$ cat src/rtl/fetch_stage.sv
// fetch_stage: RV32I instruction-fetch stage with single-outstanding imem port, stall and redirect.
// Ports:
//   clk, rst (async assert, active-low)
//   StallF, PCSrcE, PCTargetE     : hazard unit stall, execute-stage redirect and target
//   imem_req, imem_addr           : fetch request and word-aligned address
//   imem_gnt, imem_rvalid, imem_rdata : memory grant, response valid, response word
//   InstrFD, PCF_curr, PCPlus4FD, FetchValidF : outputs to the Fetch/Decode register
module fetch_stage #(
    parameter logic [31:0] RESET_PC  = 32'h0000_0000,
    parameter logic [31:0] NOP_INSTR = 32'h0000_0013
) (
    input  logic        clk,
    input  logic        rst,
    input  logic        StallF,
    input  logic        PCSrcE,
    input  logic [31:0] PCTargetE,
    output logic        imem_req,
    output logic [31:0] imem_addr,
    input  logic        imem_gnt,
    input  logic        imem_rvalid,
    input  logic [31:0] imem_rdata,
    output logic [31:0] InstrFD,
    output logic [31:0] PCF_curr,
    output logic [31:0] PCPlus4FD,
    output logic        FetchValidF
);
    typedef enum logic [1:0] {BOOT, REQ, WAIT, VALID} state_t;
    state_t      state;
    logic [31:0] pc_q;
    logic [31:0] instr_q;
    logic        drop_q;
    logic [31:0] target;
    logic [31:0] pc_plus4;
    assign target      = {PCTargetE[31:2], 2'b00};
    assign pc_plus4    = pc_q + 32'd4;
    assign imem_req    = state == REQ;
    assign imem_addr   = pc_q;
    assign FetchValidF = state == VALID;
    assign InstrFD     = state == VALID ? instr_q : NOP_INSTR;
    assign PCF_curr    = pc_q;
    assign PCPlus4FD   = pc_plus4;
    always_ff @(posedge clk or negedge rst) begin
        if (!rst) begin
            state   <= BOOT;
            pc_q    <= RESET_PC;
            instr_q <= NOP_INSTR;
            drop_q  <= 1'b0;
        end else begin
            case (state)
                BOOT: state <= REQ;
                REQ: begin
                    if (PCSrcE) pc_q <= target;
                    // a grant coinciding with a redirect launches a fetch for the old PC
                    if (imem_gnt) begin
                        state  <= WAIT;
                        drop_q <= PCSrcE;
                    end
                end
                WAIT: begin
                    if (PCSrcE) pc_q <= target;
                    if (imem_rvalid) begin
                        drop_q <= 1'b0;
                        if (!drop_q && !PCSrcE) begin
                            instr_q <= imem_rdata;
                            state   <= VALID;
                        end else begin
                            state <= REQ;
                        end
                    end else if (PCSrcE) begin
                        drop_q <= 1'b1;
                    end
                end
                VALID: begin
                    if (PCSrcE) begin
                        pc_q  <= target;
                        state <= REQ;
                    end else if (!StallF) begin
                        pc_q  <= pc_plus4;
                        state <= REQ;
                    end
                end
                default: state <= BOOT;
            endcase
        end
    end
endmodule

$ cat config.mk
export PLATFORM = sky130hd
export DESIGN_NAME = fetch_stage
export DESIGN_NICKNAME = d
export VERILOG_FILES = /design/src/rtl/fetch_stage.sv
export SDC_FILE = /design/constraint.sdc
export NUM_CORES = 1
export LEC_CHECK = 0
export CORE_MARGIN = 10
export CORE_UTILIZATION = 45
export CTS_CLUSTER_SIZE = 40
export DETAILED_ROUTE_END_ITERATION = 12
export PLACE_DENSITY = 0.88
export SLEW_MARGIN = 20
export SYNTH_ARGS = -nofsm -noshare
export SYNTH_HDL_FRONTEND = slang
export SYNTH_SLANG_ARGS = --single-unit
$ cat constraint.sdc
create_clock -name clk -period 3.75 [get_ports clk]
set_input_delay 0.5625 -clock clk [delete_from_list [all_inputs] [get_ports clk]]
set_output_delay 0.5625 -clock clk [all_outputs]
set_load 0.01 [all_outputs]
==> run metrics, run 1 <==
Worst-path clk slew=around 0.080 ns; leakage power total=approximately 0.0024 uW; Final min period=3.41 ns; cells along the critical path=ha_1 -> nand3_2 -> nor3_2 -> nand3_2 -> nor2_2 -> xor2_1 -> clkdlybuf4s50_1; Pre-antenna DRT Iters=4; maximum fanout encountered on the critical timing path=7; critical path arrival=2.85 ns; maximum achievable frequency=between 0.2 and 0.3 GHz; register-to-register path setup slack=~1.4 ns; Syn Area/Cell=9.62 um^2; antenna violations before repair=0; GR Overflow Total=0; Power per Cell Area=between 800 and 900 nW/um^2; cell area after technology mapping=~4100 um^2; gate count after technology mapping=approximately 430; worst slew margin relative to its limit=0.583; # Post-CTS Setup Buffers=0; H-tree depth=3; global-route wire length before repair=around 21 mm; Total Power=5170 uW; outcome=completed; per-cell via count in the routed design=between 5 and 6; Port-buffer cells=191; Synth cell types=51; ranking of synthesized cells by area=sky130_fd_sc_hd__dfrtp_1, sky130_fd_sc_hd__mux2_2, sky130_fd_sc_hd__buf_4, sky130_fd_sc_hd__and2_1, sky130_fd_sc_hd__xnor2_1; DR vias=roughly 3800; number of DRC markers after the initial detailed-route iteration=255; pins over their slew limit=0; number of sinks on the clock net=65; Worst path most repeated cell=sky130_fd_sc_hd__nand3_2; Remaining DRCs=0; Post-Route Skew=about 0.0095 ns; clock tree from TritonCTS=built; setup_tns=0 ns; share of final-layout standard cells stronger than drive strength 1=0.132; Critical Setup Path Class=reg2out; width of the die=116 um; capture instance of the worst register-to-register path=PCF_curr[6]$_DFFE_PN0P_; fraction of the cycle the final worst path needs=0.910; maximum clock insertion buffer count=2; layout overhead on the synthesized area=47.7%; Die ar.=13500 um^2; core footprint=about 8800 um^2; Largest stage delay, worst path=~0.56 ns; remaining number of nets flagged by the antenna check after routing=0; reported max-cap violation count=0; Clock Tree Root=sky130_fd_sc_hd__clkbuf_8; area fraction of the dominant cell type after synthesis=0.374; HPWL after detailed placement=between 10 and 15 mm; Critical Path Sink Type=primary output; Chip Height=between 100 and 150 um; HP Class=in2async; worst skew pair latency=0.33 ns; total of endpoints with negative setup slack in the final report=0; WHS=approximately 0.24 ns; GPL Wtd Cong=about 0.84; Post-Layout Inst Area=approximately 6000 um^2; number of nets in the finished design=around 660; Synth warnings=0; required time at the worst-slack endpoint=between 3 and 4 ns; cell taking the most area after synthesis=sky130_fd_sc_hd__dfrtp_1; final-layout fill cell count=around 700; beginning of the worst register-to-register path=state[0]$_DFFE_PN0P_; startpoint type of the worst setup path=register; area post-placement=5900 um^2; RSZ-0062 raised after global routing=no; IR drop worst, VDD=about 0.52 mV; vias in the first global route=approximately 3900; average detailed-routed wire length per instance=approximately 20 um; Total Routing Usage GR=0.198; count of inserted antenna diode cells=0; number of buffers inserted during clock tree synthesis=9; hold-fix buffer count after cts=0; post-synthesis sequential element count=65; portion of the post-synthesis area used by sequential elements=0.393; post_cts resized=0; CP max-delay cell=sky130_fd_sc_hd__clkdlybuf4s50_1; maximum number of pins on one net before global-route repair=46; cell count of the worst reg-to-reg path=6; Core Rows=34; Least-Margin Pin Slew=0.625 ns; overall routed net length=13.7 mm; initial standard-cell utilization of the core=0.468; Hold Violations, Final=0; top-level I/O count=200
==> placed cells by master, fill, tap and decap left out, types with 3 or more instances in the layout <==
master / count
sky130_fd_sc_hd__nand3_2: 3
sky130_fd_sc_hd__nand4_1: 8
sky130_fd_sc_hd__conb_1: 6
sky130_fd_sc_hd__inv_1: 10
sky130_fd_sc_hd__o22ai_1: 12
sky130_fd_sc_hd__nand2_1: 31
sky130_fd_sc_hd__nand3_1: 16
sky130_fd_sc_hd__buf_4: 7
sky130_fd_sc_hd__o21ai_0: 17
sky130_fd_sc_hd__ha_1: 3
sky130_fd_sc_hd__dfrtp_1: 62
sky130_fd_sc_hd__clkdlybuf4s50_1: 190
sky130_fd_sc_hd__and3_1: 7
sky130_fd_sc_hd__xor2_1: 7
sky130_fd_sc_hd__dfstp_2: 3
sky130_fd_sc_hd__and2_1: 31
sky130_fd_sc_hd__a2bb2oi_1: 11
sky130_fd_sc_hd__a21oi_1: 28
sky130_fd_sc_hd__nor2_1: 13
sky130_fd_sc_hd__mux2_2: 32
sky130_fd_sc_hd__nor3_2: 4
sky130_fd_sc_hd__and4_1: 4
sky130_fd_sc_hd__mux2i_1: 5
sky130_fd_sc_hd__nand2b_1: 5
sky130_fd_sc_hd__clkbuf_8: 9
sky130_fd_sc_hd__xnor2_1: 21
==> Yosys cell counts, drive strengths merged <==
cell and count:
dfrtp 62, buf 49, mux2 32, and2 31
nand2 31, a21oi 28, xnor2 21, nand3 19
o21ai 18, nor2 16, o22ai 13, a2bb2oi 11
clkbuf 11, nand4 11, inv 10, and3 7
nor3 7, xor2 7, mux2i 5, nand2b 5
and4 4, ha 4, dfstp 3, nor2b 3
nor4 3, a221oi 2, a22oi 2, nor3b 2
o211ai 2, o311ai 2, a221o 1, a311oi 1
a31oi 1, a32oi 1, conb 1, o22a 1
o2bb2ai 1, o31ai 1, or2 1, or3 1
==> worst max path at each step <==
stage / cells after the start / from / endpoint
finish: 7 / PCF_curr[3]$_DFFE_PN0P_ / PCPlus4FD[26]
global route: 7 / PCF_curr[3]$_DFFE_PN0P_ / PCPlus4FD[26]
CTS: 7 / PCF_curr[2]$_DFFE_PN0P_ / PCPlus4FD[26]
detailed placement: 7 / PCF_curr[3]$_DFFE_PN0P_ / PCPlus4FD[26]
global placement: 7 / PCF_curr[3]$_DFFE_PN0P_ / PCPlus4FD[26]
floorplan: 6 / PCF_curr[3]$_DFFE_PN0P_ / PCPlus4FD[26]
==> stage by stage <==
| step | worst slack, ns | util | cells |
|---|---|---|---|
| 2_1_floorplan | 1.47 | - | 436 |
| 3_3_place_gp | 0.778 | 0.667 | 682 |
| 3_5_place_dp | 0.724 | 0.667 | 682 |
| 4_1_cts | 0.327 | 0.692 | 698 |
| 5_1_grt | 0.130 | 0.692 | 698 |
| 6_report | 0.338 | 0.692 | 698 |
==> cell type report <==
class	count	area, um^2	share of cell area
Tap cell	108	135	0.0221
Inverter	10	37.5	0.00613
Multi-Input combinational cell	301	2140	0.350
Clock inverter	6	91.3	0.0149
Timing Repair Buffer	198	1960	0.320
Sequential cell	65	1630	0.266
Clock buffer	10	128	0.0208
==> per-layer routing <==
layer,track usage,part of all wire
met5,0,0
met2,0.363,0.54
met4,0.0617,0.012
met1,0.216,0.37
met3,0.0558,0.076
==> worst max-delay path: cells and delay by family (launching register included) <==
| family | cells | cell delay, ns |
|---|---|---|
| simple gates | 4 | 0.99 |
| buf+inv | 1 | 0.56 |
| flops | 1 | 0.47 |
| fa+ha+maj | 1 | 0.33 |
| xor+xnor | 1 | 0.17 |
==> state kept, by name, indices dropped and copies added, names as in the netlist <==
register / count
PCF_curr: 30
instr_q: 32
drop_q: 1
state: 2
==> where the power goes <==
part / leakage [uW] / switching (uW) / internal [uW]
clock: 0.000111 / 282 / 378
sequential: 0.000775 / 465 / 1070
combinational: 0.00155 / 1320 / 1660
total: 0.00244 / 2060 / 3110
==> cell families after synthesis <==
group | count (synthesis) | synth area share
xor+xnor | 28 | 0.0592
mux | 37 | 0.0990
compound gates | 85 | 0.128
fa+ha+maj | 4 | 0.0121
other cells | 1 | 0.000905
simple gates | 141 | 0.209
flops | 65 | 0.393
buf+inv | 70 | 0.0984
Power figures use the tool's default switching activity.
==> run 2: changes to the inputs <==
CORE_ASPECT_RATIO = 2   (was default)
==> run metrics, run 2 (synthesized netlist as in run 1, its figures left out) <==
Post-Route Skew=0.00603 ns (-0.00348 ns); maximum achievable frequency=0.292 GHz (-0.24%); CP max-delay cell=sky130_fd_sc_hd__clkdlybuf4s50_1; vias in the first global route=4040 (+4.1%); H-tree depth=3 (unchanged); initial standard-cell utilization of the core=0.460 (-0.00852); Die ar.=13700 um^2 (+1.7%); Clock Tree Root=sky130_fd_sc_hd__clkbuf_16; required time at the worst-slack endpoint=3.19 ns (about the same); Critical Setup Path Class=reg2out; Largest Register=instr_q; maximum fanout encountered on the critical timing path=7 (unchanged); startpoint of the worst setup timing path=PCF_curr[2]$_DFFE_PN0P_; critical path arrival=2.86 ns (about the same); pre-CTS WS=0.663 ns (-0.0612 ns); GR Overflow Total=0 (unchanged); antenna violations before repair=0 (unchanged); area post-placement=5890 um^2 (-0.13%); number of nets in the finished design=659 (unchanged); maximum clock insertion buffer count=2 (unchanged); reported max-cap violation count=0 (unchanged); number of buffers inserted during clock tree synthesis=9 (unchanged); DR vias=3859 (+2.9%); global-route wire length before repair=21.5 mm (+2.3%); post-route worst setup slack=0.330 ns (-0.00829 ns); RSZ-0062 raised after global routing=no; Least-Margin Pin Slew=0.889 ns (+0.264 ns); average detailed-routed wire length per instance=20.2 um (+3.0%); setup_tns=0 ns (unchanged); hold-fix buffer count after cts=0 (unchanged); post_cts resized=0 (unchanged); Core Rows=49 (+44%); startpoint type of the worst setup path=register; leakage power total=0.00245 uW (+0.55%); Remaining DRCs=0 (unchanged); total of endpoints with negative setup slack in the final report=0 (unchanged); remaining number of nets flagged by the antenna check after routing=0 (unchanged); number of DRC markers after the initial detailed-route iteration=169 (-34%); leading cell type in the layout, fill and taps excluded=sky130_fd_sc_hd__clkdlybuf4s50_1; clock tree from TritonCTS=built; P_int=3170 uW (+2.0%); maximum number of pins on one net before global-route repair=43 (-6.5%); Final min period=3.42 ns (+0.00829 ns); count of inserted antenna diode cells=0 (unchanged); Hold Violations, Final=0 (unchanged); Chip Height=156 um (+34%); cells along the critical path=ha_1 -> nand3_2 -> nor3_2 -> nand3_2 -> nor2_2 -> xor2_1 -> clkdlybuf4s50_1; part of the total power dissipated in combinational logic=0.566 (-0.010); switching power=2100 uW (+1.9%); pins over their slew limit=0 (unchanged); beginning of the worst register-to-register path=PCF_curr[2]$_DFFE_PN0P_; Total Routing Usage GR=0.198 (about the same); Clk pwr share=0.142 (+0.014); outcome=completed; HPWL after detailed placement=10.9 mm (+1.9%); non-filler cells, final=692 (-0.86%); Worst-path clk slew=0.06 ns (-0.02 ns); Pre-antenna DRT Iters=4 (unchanged); net switching share of the total power=0.398 (-0.000414); fraction of the cycle the final worst path needs=0.912 (+0.00221); # Post-CTS Setup Buffers=0 (unchanged); worst skew pair latency=0.33 ns (about the same); worst slew margin relative to its limit=0.408 (-0.176); Power per Cell Area=856 nW/um^2 (+1.4%); register-to-register path setup slack=1.63 ns (+0.27 ns); final-layout fill cell count=710 (unchanged); most frequent cells in the layout=sky130_fd_sc_hd__clkdlybuf4s50_1, sky130_fd_sc_hd__dfrtp_1, sky130_fd_sc_hd__mux2_2, sky130_fd_sc_hd__nand2_1, sky130_fd_sc_hd__and2_1; Post-Layout Inst Area=6160 um^2 (+0.59%); HP Class=in2async; Largest stage delay, worst path=0.56 ns (about the same); sequential group share of total power=0.292 (-0.004); Critical Path Sink Type=primary output; Worst path most repeated cell=sky130_fd_sc_hd__nand3_2; share of final-layout standard cells stronger than drive strength 1=0.129 (-0.00339); top-level I/O count=200 (unchanged); core footprint=9010 um^2 (+1.9%); layout overhead on the synthesized area=48.6%; DP Cell Count=676 (-0.88%); overall routed net length=14.0 mm (+2.1%); IR drop worst, VDD=0.448 mV (-13%); per-cell via count in the routed design=5.58 (+3.8%); Port-buffer cells=191 (unchanged); number of flip-flops in the largest register=32 (unchanged); number of sinks on the clock net=65 (unchanged); width of the die=87.9 um (-24%); GPL Wtd Cong=0.865 (+3.3%)
==> run 2: changes by cell type in the layout (fill, tap and decap cells not counted) <==
| cell | change |
|---|---|
| sky130_fd_sc_hd__clkbuf_16 | +9 |
| sky130_fd_sc_hd__clkinv_4 | -2 |
| sky130_fd_sc_hd__ha_1 | +1 |
| sky130_fd_sc_hd__clkbuf_8 | -9 |
| sky130_fd_sc_hd__bufinv_16 | -2 |
| sky130_fd_sc_hd__clkinvlp_4 | +3 |
| sky130_fd_sc_hd__clkbuf_1 | +1 |
| sky130_fd_sc_hd__clkinv_2 | +1 |
| sky130_fd_sc_hd__inv_6 | -1 |
| sky130_fd_sc_hd__ha_2 | -1 |
==> run 2: per-stage QoR <==
stage                     hold WS [ns]  utilization  power, uW
after global routing             0.400        0.683       5600
after global placement           0.481        0.654       4440
after floorplan                  0.267            -       3110
after CTS                        0.364        0.683       5330
after detailed placement         0.491        0.654       4560
final                            0.343        0.683       5270
==> run 2: final timing paths <==
path                       cells past startpoint                  endpoint
max                                            7             PCPlus4FD[26]
min                                            1   instr_q[10]$_DFFE_PN0P_
max reg2reg                                    6  PCF_curr[16]$_DFFE_PN0P_
min reg2reg                                    1   instr_q[17]$_DFFE_PN0P_
max in group asynchronous                      2    instr_q[7]$_DFFE_PN0P_
min in group clk                               1   instr_q[17]$_DFFE_PN0P_
==> run 2: per-layer routing <==
metal / GRT usage / up-vias / wire (um) / share of wire
met4: 0.111 / 0 / 538 / 0.038
met2: 0.344 / 180 / 7240 / 0.52
met5: 0 / - / 0 / 0
li1: - / 1790 / - / -
met3: 0.0544 / 34 / 1280 / 0.092
met1: 0.203 / 1855 / 4910 / 0.35
==> run 2: worst max-delay path: cells and delay by family, from the launching register on <==
kind	cells	cell delay, ns
xor+xnor	1	0.18
flops	1	0.47
buf+inv	1	0.56
fa+ha+maj	1	0.31
simple gates	4	1.00
==> run 2: power groups by stage <==
stage / Clock [uW] / Sequential, uW / Combinational [uW]
2_1_floorplan: 0 / 1470 / 1640
3_3_place_gp: 0 / 1500 / 2940
3_5_place_dp: 0 / 1550 / 3020
4_1_cts: 760 / 1540 / 3030
5_1_grt: 793 / 1610 / 3200
6_report: 748 / 1540 / 2980
==> run 2: layout make-up <==
| class | instances | area (um^2) | area share |
|---|---|---|---|
| Sequential cell | 65 | 1630 | 0.265 |
| Tap cell | 102 | 128 | 0.0207 |
| Inverter | 10 | 37.5 | 0.00609 |
| Timing Repair Buffer | 198 | 1960 | 0.318 |
| Multi-Input combinational cell | 301 | 2140 | 0.347 |
| Clock buffer | 11 | 233 | 0.0378 |
| Clock inverter | 5 | 32.5 | 0.00528 |
==> run 3: changes to the inputs <==
CORE_MARGIN = default   (was 10)
TNS_END_PERCENT = 30   (was default)
==> run metrics, run 3 (synthesized netlist as in run 1, its figures left out) <==
Clock Tree Root=sky130_fd_sc_hd__clkbuf_16; WHS=0.224 ns (-0.119 ns); worst skew pair latency=0.33 ns (about the same); Chip Height=138 um (-12%); maximum achievable frequency=0.294 GHz (+0.68%); share of final-layout standard cells stronger than drive strength 1=0.132 (+0.00339); layout overhead on the synthesized area=50.0%; IR drop worst, VDD=0.426 mV (-4.9%); HP Class=in2async; number of flip-flops in the largest register=32 (unchanged); initial standard-cell utilization of the core=0.463 (+0.00315); Global Route met1 Usage=0.263 (+0.0593); antenna violations before repair=0 (unchanged); startpoint of the worst setup timing path=PCF_curr[2]$_DFFE_PN0P_; Hold Violations, Final=0 (unchanged); leakage power total=0.00248 uW (+1.1%); GRT busiest layer=met2; number of nets in the finished design=659 (unchanged); Worst-path clk slew=0.06 ns (about the same); Least-Margin Pin Slew=0.824 ns (-0.0647 ns); non-filler cells, final=692 (unchanged); overall routed net length=12.0 mm (-14%); Remaining DRCs=0 (unchanged); met3 track demand over resource=0.0461 (-0.00831); top-level I/O count=200 (unchanged); M2 GR Usage=0.457 (+0.112); maximum number of pins on one net before global-route repair=43 (unchanged); clock tree from TritonCTS=built; average detailed-routed wire length per instance=17.3 um (-14%); leading cell type in the layout, fill and taps excluded=sky130_fd_sc_hd__clkdlybuf4s50_1; worst slew margin relative to its limit=0.451 (+0.0431); core footprint=8950 um^2 (-0.68%); reported max-cap violation count=0 (unchanged); Port-buffer cells=191 (unchanged); DP Cell Count=676 (unchanged); number of buffers inserted during clock tree synthesis=9 (unchanged); H-tree depth=3 (unchanged); count of inserted antenna diode cells=0 (unchanged); GPL Wtd Cong=0.894 (+3.4%); remaining number of nets flagged by the antenna check after routing=0 (unchanged); beginning of the worst register-to-register path=state[0]$_DFFE_PN0P_; most frequent cells in the layout=sky130_fd_sc_hd__clkdlybuf4s50_1, sky130_fd_sc_hd__dfrtp_1, sky130_fd_sc_hd__mux2_2, sky130_fd_sc_hd__nand2_1, sky130_fd_sc_hd__and2_1; post_cts resized=0 (unchanged); HPWL after detailed placement=9.12 mm (-17%); Total Routing Usage GR=0.247 (+0.0494); Power per Cell Area=863 nW/um^2 (+0.82%); Pre-antenna DRT Iters=4 (unchanged); required time at the worst-slack endpoint=3.19 ns (about the same); total of endpoints with negative setup slack in the final report=0 (unchanged); net switching share of the total power=0.383 (-0.0159); setup_tns=0 ns (unchanged); Largest Register=instr_q; maximum fanout encountered on the critical timing path=7 (unchanged); fraction of the cycle the final worst path needs=0.906 (-0.00614); global-route wire length before repair=18.6 mm (-14%); maximum clock insertion buffer count=2 (unchanged); per-cell via count in the routed design=5.54 (-0.73%); width of the die=69.9 um (-20%); Core Rows=49 (unchanged); Post-Route Skew=0.00683 ns (+0.000803 ns); pins over their slew limit=0 (unchanged); critical path arrival=2.83 ns (-0.03 ns); number of sinks on the clock net=65 (unchanged); startpoint type of the worst setup path=register; DR vias=3831 (-0.73%); # Post-CTS Setup Buffers=0 (unchanged); Clk pwr share=0.167 (+0.025); hold-fix buffer count after cts=0 (unchanged); switching power=2050 uW (-2.3%); vias in the first global route=3681 (-8.9%); outcome=completed; GR Overflow Total=0 (unchanged); Final min period=3.40 ns (-0.0230 ns); number of DRC markers after the initial detailed-route iteration=172 (+1.8%); P_int=3310 uW (+4.5%); RSZ-0062 raised after global routing=no; sequential group share of total power=0.288 (-0.004); part of the total power dissipated in combinational logic=0.545 (-0.021); Critical Setup Path Class=reg2out; final-layout fill cell count=684 (-3.7%); Critical Path Sink Type=primary output; Die ar.=9620 um^2 (-30%)
-- run 3: final cells by class --
class | count | area [um^2] | share of cell area
Clock buffer | 10 | 229 | 0.0368
Clock inverter | 6 | 92.6 | 0.0149
Inverter | 10 | 37.5 | 0.00604
Multi-Input combinational cell | 301 | 2140 | 0.344
Sequential cell | 65 | 1630 | 0.262
Tap cell | 102 | 128 | 0.0205
Timing Repair Buffer | 198 | 1960 | 0.315
-- run 3: path summary, 6_finish.rpt --
kind                                            end  slack [ns]  cells after the start
hold / removal               instr_q[2]$_DFFE_PN0P_        0.22                      1
hold reg to reg             instr_q[17]$_DFFE_PN0P_        0.50                      1
setup / recovery                      PCPlus4FD[26]        0.35                      7
max in group asynchronous    instr_q[0]$_DFFE_PN1P_        2.56                      2
setup reg to reg           PCF_curr[30]$_DFFE_PN0P_        1.45                      5
min in group clk            instr_q[17]$_DFFE_PN0P_        0.50                      1
-- run 3: power groups by stage --
stage / registers [uW] / logic [uW] / clock network (uW)
6_report: 1540 / 2930 / 895
4_1_cts: 1540 / 2940 / 909
3_3_place_gp: 1510 / 2850 / 0
2_1_floorplan: 1470 / 1640 / 0
3_5_place_dp: 1550 / 2930 / 0
5_1_grt: 1610 / 3130 / 938
-- run 3: per-stage QoR --
step / total power (uW) / util / instance area (um^2) / setup slack (ns)
finish: 5370 / 0.695 / 6220 / 0.353
global route: 5680 / 0.695 / 6220 / 0.169
CTS: 5400 / 0.694 / 6220 / 0.336
detailed placement: 4480 / 0.659 / 5890 / 0.693
global placement: 4360 / 0.659 / 5890 / 0.759
floorplan: 3110 / - / 4160 / 1.47
-- run 3: per-layer routing --
metal	vias up	part of all wire	wire length, um
li1	1797	-	-
met1	1832	0.36	4270
met5	-	0	0
met3	29	0.058	695
met4	0	0.033	399
met2	173	0.55	6630
-- run 3: critical path, cell delays in order, from the launching register on --
cell	delay [ns]
sky130_fd_sc_hd__dfrtp_1	0.48
sky130_fd_sc_hd__ha_1	0.31
sky130_fd_sc_hd__nand3_2	0.22
sky130_fd_sc_hd__nor3_2	0.39
sky130_fd_sc_hd__nand3_2	0.21
sky130_fd_sc_hd__nor2_2	0.19
sky130_fd_sc_hd__xor2_1	0.15
sky130_fd_sc_hd__clkdlybuf4s50_1	0.55
